File: config.mk
export PLATFORM = sky130hd
export DESIGN_NAME = div_share_arb
export DESIGN_NICKNAME = d
export VERILOG_FILES = /design/src/rtl/div_share_arb.sv
export SDC_FILE = /design/constraint.sdc
export NUM_CORES = 1
export LEC_CHECK = 0
export ABC_AREA = 1
export CORE_MARGIN = 2
export CORE_UTILIZATION = 40
export CTS_CLUSTER_DIAMETER = 150
export CTS_CLUSTER_SIZE = 20
export DETAILED_ROUTE_END_ITERATION = 12
export GPL_TIMING_DRIVEN = 0
export HOLD_SLACK_MARGIN = 0.06
export PLACE_DENSITY = 0.94
export SKIP_LAST_GASP = 1
export SYNTH_ARGS = -nofsm -noshare
export SYNTH_HDL_FRONTEND = slang
export SYNTH_SLANG_ARGS = --single-unit
File: constraint.sdc
create_clock -name clk -period 5.4 [get_ports clk]
set_clock_uncertainty 0.15 [all_clocks]
set_input_delay 1.08 -clock clk [delete_from_list [all_inputs] [get_ports clk]]
set_output_delay 1.08 -clock clk [all_outputs]
set_load 0.02 [all_outputs]
File: src/rtl/div_share_arb.sv
// div_share_arb: round-robin sharing of one iterative divider (start/done) among NREQ requesters.
// One division is outstanding at a time. Results are returned tagged with the requester index.
// Optional macro DIVARB_DIV0_TRAP_EN: a zero divisor is answered locally without starting the divider.
module div_share_arb #(
    parameter int unsigned BITS = 16,
    parameter int unsigned NREQ = 4,
    localparam int unsigned IDW = $clog2(NREQ)
) (
    input  logic                 clk,
    input  logic                 reset,
    input  logic [NREQ-1:0]      req_valid,
    output logic [NREQ-1:0]      req_ready,
    input  logic [NREQ*BITS-1:0] req_dividend,
    input  logic [NREQ*BITS-1:0] req_divisor,
    output logic                 rsp_valid,
    input  logic                 rsp_ready,
    output logic [IDW-1:0]       rsp_id,
    output logic [BITS-1:0]      rsp_quotient,
    output logic [BITS-1:0]      rsp_remainder,
    output logic                 rsp_div0,
    output logic                 div_start,
    output logic [BITS-1:0]      div_dividend,
    output logic [BITS-1:0]      div_divisor,
    input  logic                 div_done,
    input  logic [BITS-1:0]      div_quotient,
    input  logic [BITS-1:0]      div_remainder
);

    typedef enum logic [1:0] {
        S_IDLE  = 2'd0,
        S_ISSUE = 2'd1,
        S_WAIT  = 2'd2,
        S_RESP  = 2'd3
    } state_t;

    state_t          state;
    state_t          state_nxt;
    logic [IDW-1:0]  ptr;
    logic [IDW-1:0]  pos;
    logic [IDW-1:0]  grant_id;
    logic [NREQ-1:0] grant;
    logic            grant_any;
    logic            accept;
    logic            zero_div;
    logic [BITS-1:0] sel_dividend;
    logic [BITS-1:0] sel_divisor;

    // Round-robin search: first valid requester at or above the pointer, with wrap.
    always_comb begin
        grant     = '0;
        grant_id  = '0;
        grant_any = 1'b0;
        pos       = '0;
        for (int unsigned k = 0; k < NREQ; k++) begin
            pos = IDW'((32'(ptr) + k) % NREQ);
            if (!grant_any && req_valid[pos]) begin
                grant_any   = 1'b1;
                grant[pos]  = 1'b1;
                grant_id    = pos;
            end
        end
    end

    // Operand mux for the granted requester.
    always_comb begin
        sel_dividend = '0;
        sel_divisor  = '0;
        for (int unsigned i = 0; i < NREQ; i++) begin
            if (grant_id == IDW'(i)) begin
                sel_dividend = req_dividend[i*BITS +: BITS];
                sel_divisor  = req_divisor[i*BITS +: BITS];
            end
        end
    end

    assign accept = |req_ready;

`ifdef DIVARB_DIV0_TRAP_EN
    assign zero_div = (sel_divisor == '0);
`else
    assign zero_div = 1'b0;
`endif

    // State register.
    always_ff @(posedge clk) begin
        if (reset) begin
            state <= S_IDLE;
        end else begin
            state <= state_nxt;
        end
    end

    // Next-state logic.
    always_comb begin
        state_nxt = state;
        case (state)
            S_IDLE:  if (accept) state_nxt = zero_div ? S_RESP : S_ISSUE;
            S_ISSUE: state_nxt = S_WAIT;
            S_WAIT:  if (div_done) state_nxt = S_RESP;
            S_RESP:  if (rsp_ready) state_nxt = S_IDLE;
            default: state_nxt = S_IDLE;
        endcase
    end

    // Grant is only offered while idle.
    always_comb begin
        req_ready = '0;
        if (state == S_IDLE) begin
            req_ready = grant;
        end
    end

    // Operand capture, divider start pulse, response registers and round-robin pointer.
    always_ff @(posedge clk) begin
        if (reset) begin
            ptr           <= '0;
            div_start     <= 1'b0;
            div_dividend  <= '0;
            div_divisor   <= '0;
            rsp_valid     <= 1'b0;
            rsp_id        <= '0;
            rsp_quotient  <= '0;
            rsp_remainder <= '0;
`ifdef DIVARB_DIV0_TRAP_EN
            rsp_div0      <= 1'b0;
`endif
        end else begin
            div_start <= accept && !zero_div;
            if (accept) begin
                div_dividend <= sel_dividend;
                div_divisor  <= sel_divisor;
                rsp_id       <= grant_id;
                if (32'(grant_id) == NREQ - 1) begin
                    ptr <= '0;
                end else begin
                    ptr <= grant_id + IDW'(1);
                end
`ifdef DIVARB_DIV0_TRAP_EN
                if (zero_div) begin
                    rsp_valid     <= 1'b1;
                    rsp_quotient  <= '1;
                    rsp_remainder <= sel_dividend;
                    rsp_div0      <= 1'b1;
                end
`endif
            end
            if (state == S_WAIT && div_done) begin
                rsp_valid     <= 1'b1;
                rsp_quotient  <= div_quotient;
                rsp_remainder <= div_remainder;
`ifdef DIVARB_DIV0_TRAP_EN
                rsp_div0      <= 1'b0;
`endif
            end
            if (state == S_RESP && rsp_ready) begin
                rsp_valid <= 1'b0;
            end
        end
    end

`ifndef DIVARB_DIV0_TRAP_EN
    assign rsp_div0 = 1'b0;
`endif

endmodule

==> results_dict.tcl, run 1 <==
set metrics [dict create \
    dieHeight_um 105 \
    synth_area_mm2 0.00410 \
    first_iter_violations 305 \
    grt_max_degree 15 \
    mostFrequentLayoutCells "clkdlybuf4s50_1 (239), nor2_1 (133), o21ai_0 (129)" \
    holdWs_ns 0.336 \
    tightest_slew_ns 0.644 \
    peakVddDrop_mv 0.745 \
    cts_buffer_depth 2 \
    async_reset_ff_share_pct 0 \
    finalCritPeriodShare_pct 79.8 \
    met3WireLength_um 1280 \
    avgRoutedWirePerCell_um 14.3 \
    synth_fp_nets 816 \
    die_x_um 105 \
    nets 1066 \
    path_buf_inv 4 \
    ys_ff_latch 72 \
    path_delay_family "buffers and inverters" \
    cp-end-kind "output port" \
    tns_ns 0 \
    wl_met1_um 5820 \
    worstPathRequired_ns 4.17 \
    place.gp.congestion 0.896 \
    synth_cell_types 28 \
    drt-total-wl_um 14600 \
    routed-via-count 5142 \
    path_cells "clkdlybuf4s50_1 > inv_1 > nand2_1 > nand2_1 > nand2_1 > nand2_2 > nor2_2 > nand2_1 > nand3_1 > nand2_1 > inv_1 > clkdlybuf4s50_1" \
    io_pins 241 \
    drc 0 \
    synth_warnings 0 \
    max_slew_margin_pct 57.1 \
    antenna_found_initial 0 \
    yosysSeqAreaShare_pct 35.2 \
    num_antenna_cells 0 \
    ant_nets 0 \
    worstSetupPathType "primary input to output port" \
    cts_tree "yes" \
    drive_gt1_share_pct 4.50 \
    core_area_mm2 0.00986 \
    hold_buffers 0 \
    synth_edf_count 0 \
    htreeDepth 3 \
    grt_pass1_vias 4855 \
    min_path_type "flop to flop" \
    crit_top_cell "nand2_1" \
    gr-total-overflow 0 \
    cts_root_buffer "clkbuf_8" \
    rrSetupSlack_ns 1.26 \
    drt_pass1_iterations 5 \
    port-buffer-count 239 \
    path_clk_slew_ns 0.08 \
    critPathMaxFanout 7 \
    areaGrowthSynthToFinish_pct 67.4 \
    num_rows 36 \
    dp.cells 1006 \
    arrival_ns 3.08 \
    leakage_nw 2.77 \
    post_cts_buffers 0 \
    top_layer_used "met4" \
    hpwlAfterDp_um 11700 \
    fp.dieArea_mm2 0.0111 \
    viasPerCell 5.03 \
    setup_viol 0 \
    cp_slowest_cell "clkdlybuf4s50_1" \
    grt_pass1_wl_um 23300 \
    rsz0062_at_grt "false" \
    max_stage_delay_ns 0.61 \
    hold_viol_final 0 \
    track_usage_pct 26.0 \
    initial_core_util_pct 41.6 \
    route.met2.wl_um 7140 \
    clk_latency_ns 0.35 \
    cts_sinks 72 \
    layout_commonest_cell "clkdlybuf4s50_1" \
    synth_ff_type "dfxtp_1" \
    cts_made_buffers 9 \
    status "finished, final reports clean" \
    avgSynthCellArea_um2 6.47 \
    start_kind "primary input" \
    drv_slew 0 \
    p_per_area_mw_per_mm2 693 \
    cts_resized 0 \
    fmax_mhz 232 \
    period_minus_slack_ns 4.31 \
    synthCells 634 \
    drv_cap 0 \
    total_power_mw 4.76 \
    layout.cells.non_filler 1022 \
]
==> logic make-up after synthesis <==
group	share of synthesized area (%)
AO/OA/AOI/OAI	22.4
XOR/XNOR	0.214
adder cells (fa/ha/maj)	4.27
buffers and inverters	7.51
flip-flops	35.2
other	0.0915
AND/OR/NAND/NOR	30.4
==> layer usage <==
layer	GRT usage (%)	vias up
li1	-	2583
met1	29.9	2286
met2	46.2	244
met3	7.36	29
met4	8.76	0
met5	0	-
==> through the flow <==
step / instance area (µm²) / setup WS, ns / util, %
floorplan: 4100 / 2.06 / -
global placement: 6660 / 0.938 / 67.5
detailed placement: 6660 / 0.852 / 67.5
CTS: 6860 / 1.11 / 69.6
global route: 6860 / 0.808 / 69.6
finish: 6860 / 1.09 / 69.6
==> worst min-delay path, cell delays in order (launching register included) <==
cell and delay (ns):
dfxtp_1 0.33, nor2_1 0.04, nor2_1 0.08
==> final cells by class <==
class / instances / area (µm²)
Buffer: 46 / 209
Clock buffer: 9 / 124
Clock inverter: 7 / 80.1
Fill cell: 835 / 3000
Inverter: 25 / 98.8
Multi-Input combinational cell: 491 / 2350
Sequential cell: 72 / 1440
Tap cell: 133 / 166
Timing Repair Buffer: 239 / 2390
==> cell usage after synthesis (5+ instances only) <==
cell type	number	area, µm²
nor2_1	133	499
o21ai_0	129	646
nand2_1	104	390
dfxtp_1	72	1440
nand3_1	42	210
a21oi_1	39	195
clkbuf_1	32	120
inv_1	23	86.3
ha_1	14	175
o21ai_1	6	30.0
buf_1	5	18.8
buf_4	5	37.5
nand4_1	5	31.3
==> report_power, final <==
part	total [mW]	internal [mW]	switching, mW
sequential	0.777	0.696	0.0806
clock	0.441	0.218	0.223
combinational	3.54	1.31	2.23
==> registers in the layout, summed over array words and instances, names as in the netlist <==
name	flops
div_dividend	16
div_divisor	16
rsp_quotient	16
rsp_remainder	16
ptr	2
rsp_id	2
state	2
div_start	1
rsp_valid	1
==> worst paths after layout <==
check	cells after the start	from	endpoint
worst max-delay path	12	req_valid[3]	req_ready[3]
worst max register to register	20	ptr[1]	div_dividend[11]
worst min-delay path	2	rsp_remainder[1]	rsp_remainder[1]
worst min register to register	2	rsp_remainder[1]	rsp_remainder[1]
No activity file was read; power rests on OpenSTA's default activity.
==> run 2, diff against run 1 <==
--- a/config.mk
+++ b/config.mk
@@ -7,13 +7,13 @@
 export LEC_CHECK = 0
 export ABC_AREA = 1
 export CORE_MARGIN = 2
-export CORE_UTILIZATION = 40
+export CORE_UTILIZATION = 38
 export CTS_CLUSTER_DIAMETER = 150
 export CTS_CLUSTER_SIZE = 20
 export DETAILED_ROUTE_END_ITERATION = 12
 export GPL_TIMING_DRIVEN = 0
 export HOLD_SLACK_MARGIN = 0.06
-export PLACE_DENSITY = 0.94
+export PLACE_DENSITY = 0.91
 export SKIP_LAST_GASP = 1
 export SYNTH_ARGS = -nofsm -noshare
 export SYNTH_HDL_FRONTEND = slang
==> constraint.sdc (replaced) <==
create_clock -name clk -period 4.5 [get_ports clk]
set_clock_uncertainty 0.15 [all_clocks]
set_input_delay 0.9 -clock clk [delete_from_list [all_inputs] [get_ports clk]]
set_output_delay 0.9 -clock clk [all_outputs]
set_load 0.02 [all_outputs]
==> run 2 against run 1 <==
  * Design area rose by 0.97%
  * Highest routed layer unchanged
  * Total power rose by 24%
  * Critical path depth did not move
==> results_dict.tcl, run 2 (synthesized netlist as in run 1, its figures left out) <==
set metrics [dict create \
    post_cts_buffers 0 \
    period_minus_slack_ns 4.04 \
    tightest_slew_ns 0.662 \
    path_clk_slew_ns 0.08 \
    dieHeight_um 108 \
    finalCritPeriodShare_pct 89.7 \
    antenna_found_initial 0 \
    gr-total-overflow 0 \
    path_cells "inv_1 > ha_1 > inv_1 > nand3_1 > nand2_2 > nand3_1 > nor2_2 > nand2_1 > nand3_1 > nand2_1 > inv_1 > clkdlybuf4s50_1" \
    status "finished, final reports clean" \
    post-route-util_pct 66.5 \
    port-buffer-count 239 \
    clk_latency_ns 0.35 \
    worstSetupPathType "flop to output port" \
    drt_pass1_iterations 5 \
    hold_buffers 0 \
    io_pins 241 \
    cp-end-kind "output port" \
    grt_pass1_wl_um 23000 \
    worstPathRequired_ns 3.45 \
    fmax_mhz 248 \
    mostFrequentLayoutCells "clkdlybuf4s50_1 (239), nor2_1 (133), o21ai_0 (127)" \
    drt-total-wl_um 14900 \
    core_area_mm2 0.0104 \
    setup_ws_ns 0.462 \
    hold_viol_final 0 \
    num_rows 37 \
    start_kind "flop" \
    cts_buffer_depth 2 \
    leakage_nw 2.81 \
    initial_core_util_pct 39.4 \
    grt_max_degree 14 \
    viasPerCell 5.00 \
    arrival_ns 2.99 \
    areaGrowthSynthToFinish_pct 69.0 \
    nets 1066 \
    cp_slowest_cell "clkdlybuf4s50_1" \
    fill_cells 931 \
    p_per_area_mw_per_mm2 848 \
    setup_viol 0 \
    grt_pass1_vias 4747 \
    peakVddDrop_mv 0.494 \
    routed-via-count 5123 \
    first_iter_violations 270 \
    hpwlAfterDp_um 12000 \
    whs_path_depth 2 \
    max_stage_delay_ns 0.59 \
    place.gp.congestion 0.961 \
    track_usage_pct 25.1 \
    dp_slack_ns 0.0735 \
    fp.dieArea_mm2 0.0116 \
    drc 0 \
    cts_tree "yes" \
    cts_sinks 72 \
    drv_cap 0 \
    ff2ff_path_depth 20 \
    die_x_um 108 \
    drive_gt1_share_pct 4.50 \
    design_area_mm2 0.00693 \
    rsz0062_at_grt "false" \
    avgRoutedWirePerCell_um 14.5 \
    min_path_type "flop to flop" \
    drv_slew 0 \
    tns_ns 0 \
    ant_nets 0 \
    cts_root_buffer "clkbuf_8" \
    num_antenna_cells 0 \
    max_slew_margin_pct 55.8 \
    layout_commonest_cell "clkdlybuf4s50_1" \
    cts_made_buffers 9 \
    critPathMaxFanout 7 \
    htreeDepth 3 \
    placed_area_mm2 0.00666 \
]
-- run 2: cell types whose count changed in the layout (fill, tap and decap cells not counted) --
| cell | change |
|---|---|
| inv_6 | -1 |
| clkinvlp_4 | -2 |
| bufinv_16 | +3 |
| o21ai_1 | +2 |
| clkbuf_1 | -1 |
| buf_1 | +1 |
| clkinv_2 | +1 |
| clkinv_4 | -1 |
| o21ai_0 | -2 |
-- run 2: path summary, 6_finish.rpt --
path | from | end | slack (ns)
setup reg to reg | ptr[1] | div_dividend[7] | 0.51
hold / removal | div_dividend[4] | div_dividend[4] | 0.33
hold reg to reg | div_dividend[4] | div_dividend[4] | 0.33
setup / recovery | ptr[1] | req_ready[3] | 0.46
-- run 2: stage by stage --
stage               instances  power, mW  hold WS (ns)
CTS                      1025       5.88         0.341
global route             1025       6.48         0.357
global placement         1009       5.11         0.311
detailed placement       1009       5.20         0.323
floorplan                 634       3.81         0.330
finish                   1025       5.88         0.333
-- run 2: cell type report --
class	instances	area, µm²	share of cell area [%]
multi-input cells	491	2350	33.9
repair buffers	239	2390	34.5
clock buffers	9	124	1.79
plain buffers	46	209	3.02
inverters	25	98.8	1.43
well taps	136	170	2.46
clock inverters	7	143	2.06
flip-flops and latches	72	1440	20.8
-- run 2: layer usage --
metal | GRT usage [%] | vias up | share of wire, %
met1 | 29.7 | 2289 | 40
met5 | 0 | - | 0
met4 | 9.07 | 0 | 2.1
met3 | 6.11 | 24 | 8.2
met2 | 43.7 | 228 | 49
li1 | - | 2582 | -
-- run 2: power by group --
| part | total (mW) | switching (mW) | internal (mW) | leakage (nW) |
|---|---|---|---|---|
| Sequential | 0.938 | 0.102 | 0.836 | 0.592 |
| Clock | 0.678 | 0.252 | 0.426 | 0.134 |
| Combinational | 4.26 | 2.69 | 1.58 | 2.09 |
| Total | 5.88 | 3.04 | 2.84 | 2.81 |
-- run 2: what timing repair did --
| action | in CTS | in global routing |
|---|---|---|
| setup endpoints to repair | 0 | 4 |
| hold endpoints to repair | 0 | 0 |
| resized for setup | 0 | 3 |
-- run 2: critical path, delay by kind of cell, from the launching register on --
kind,cells,cell delay [ns]
DFF,1,0.51
adders and majority gates,1,0.38
buffers and inverters,4,1.00
and+or+nand+nor,7,0.74
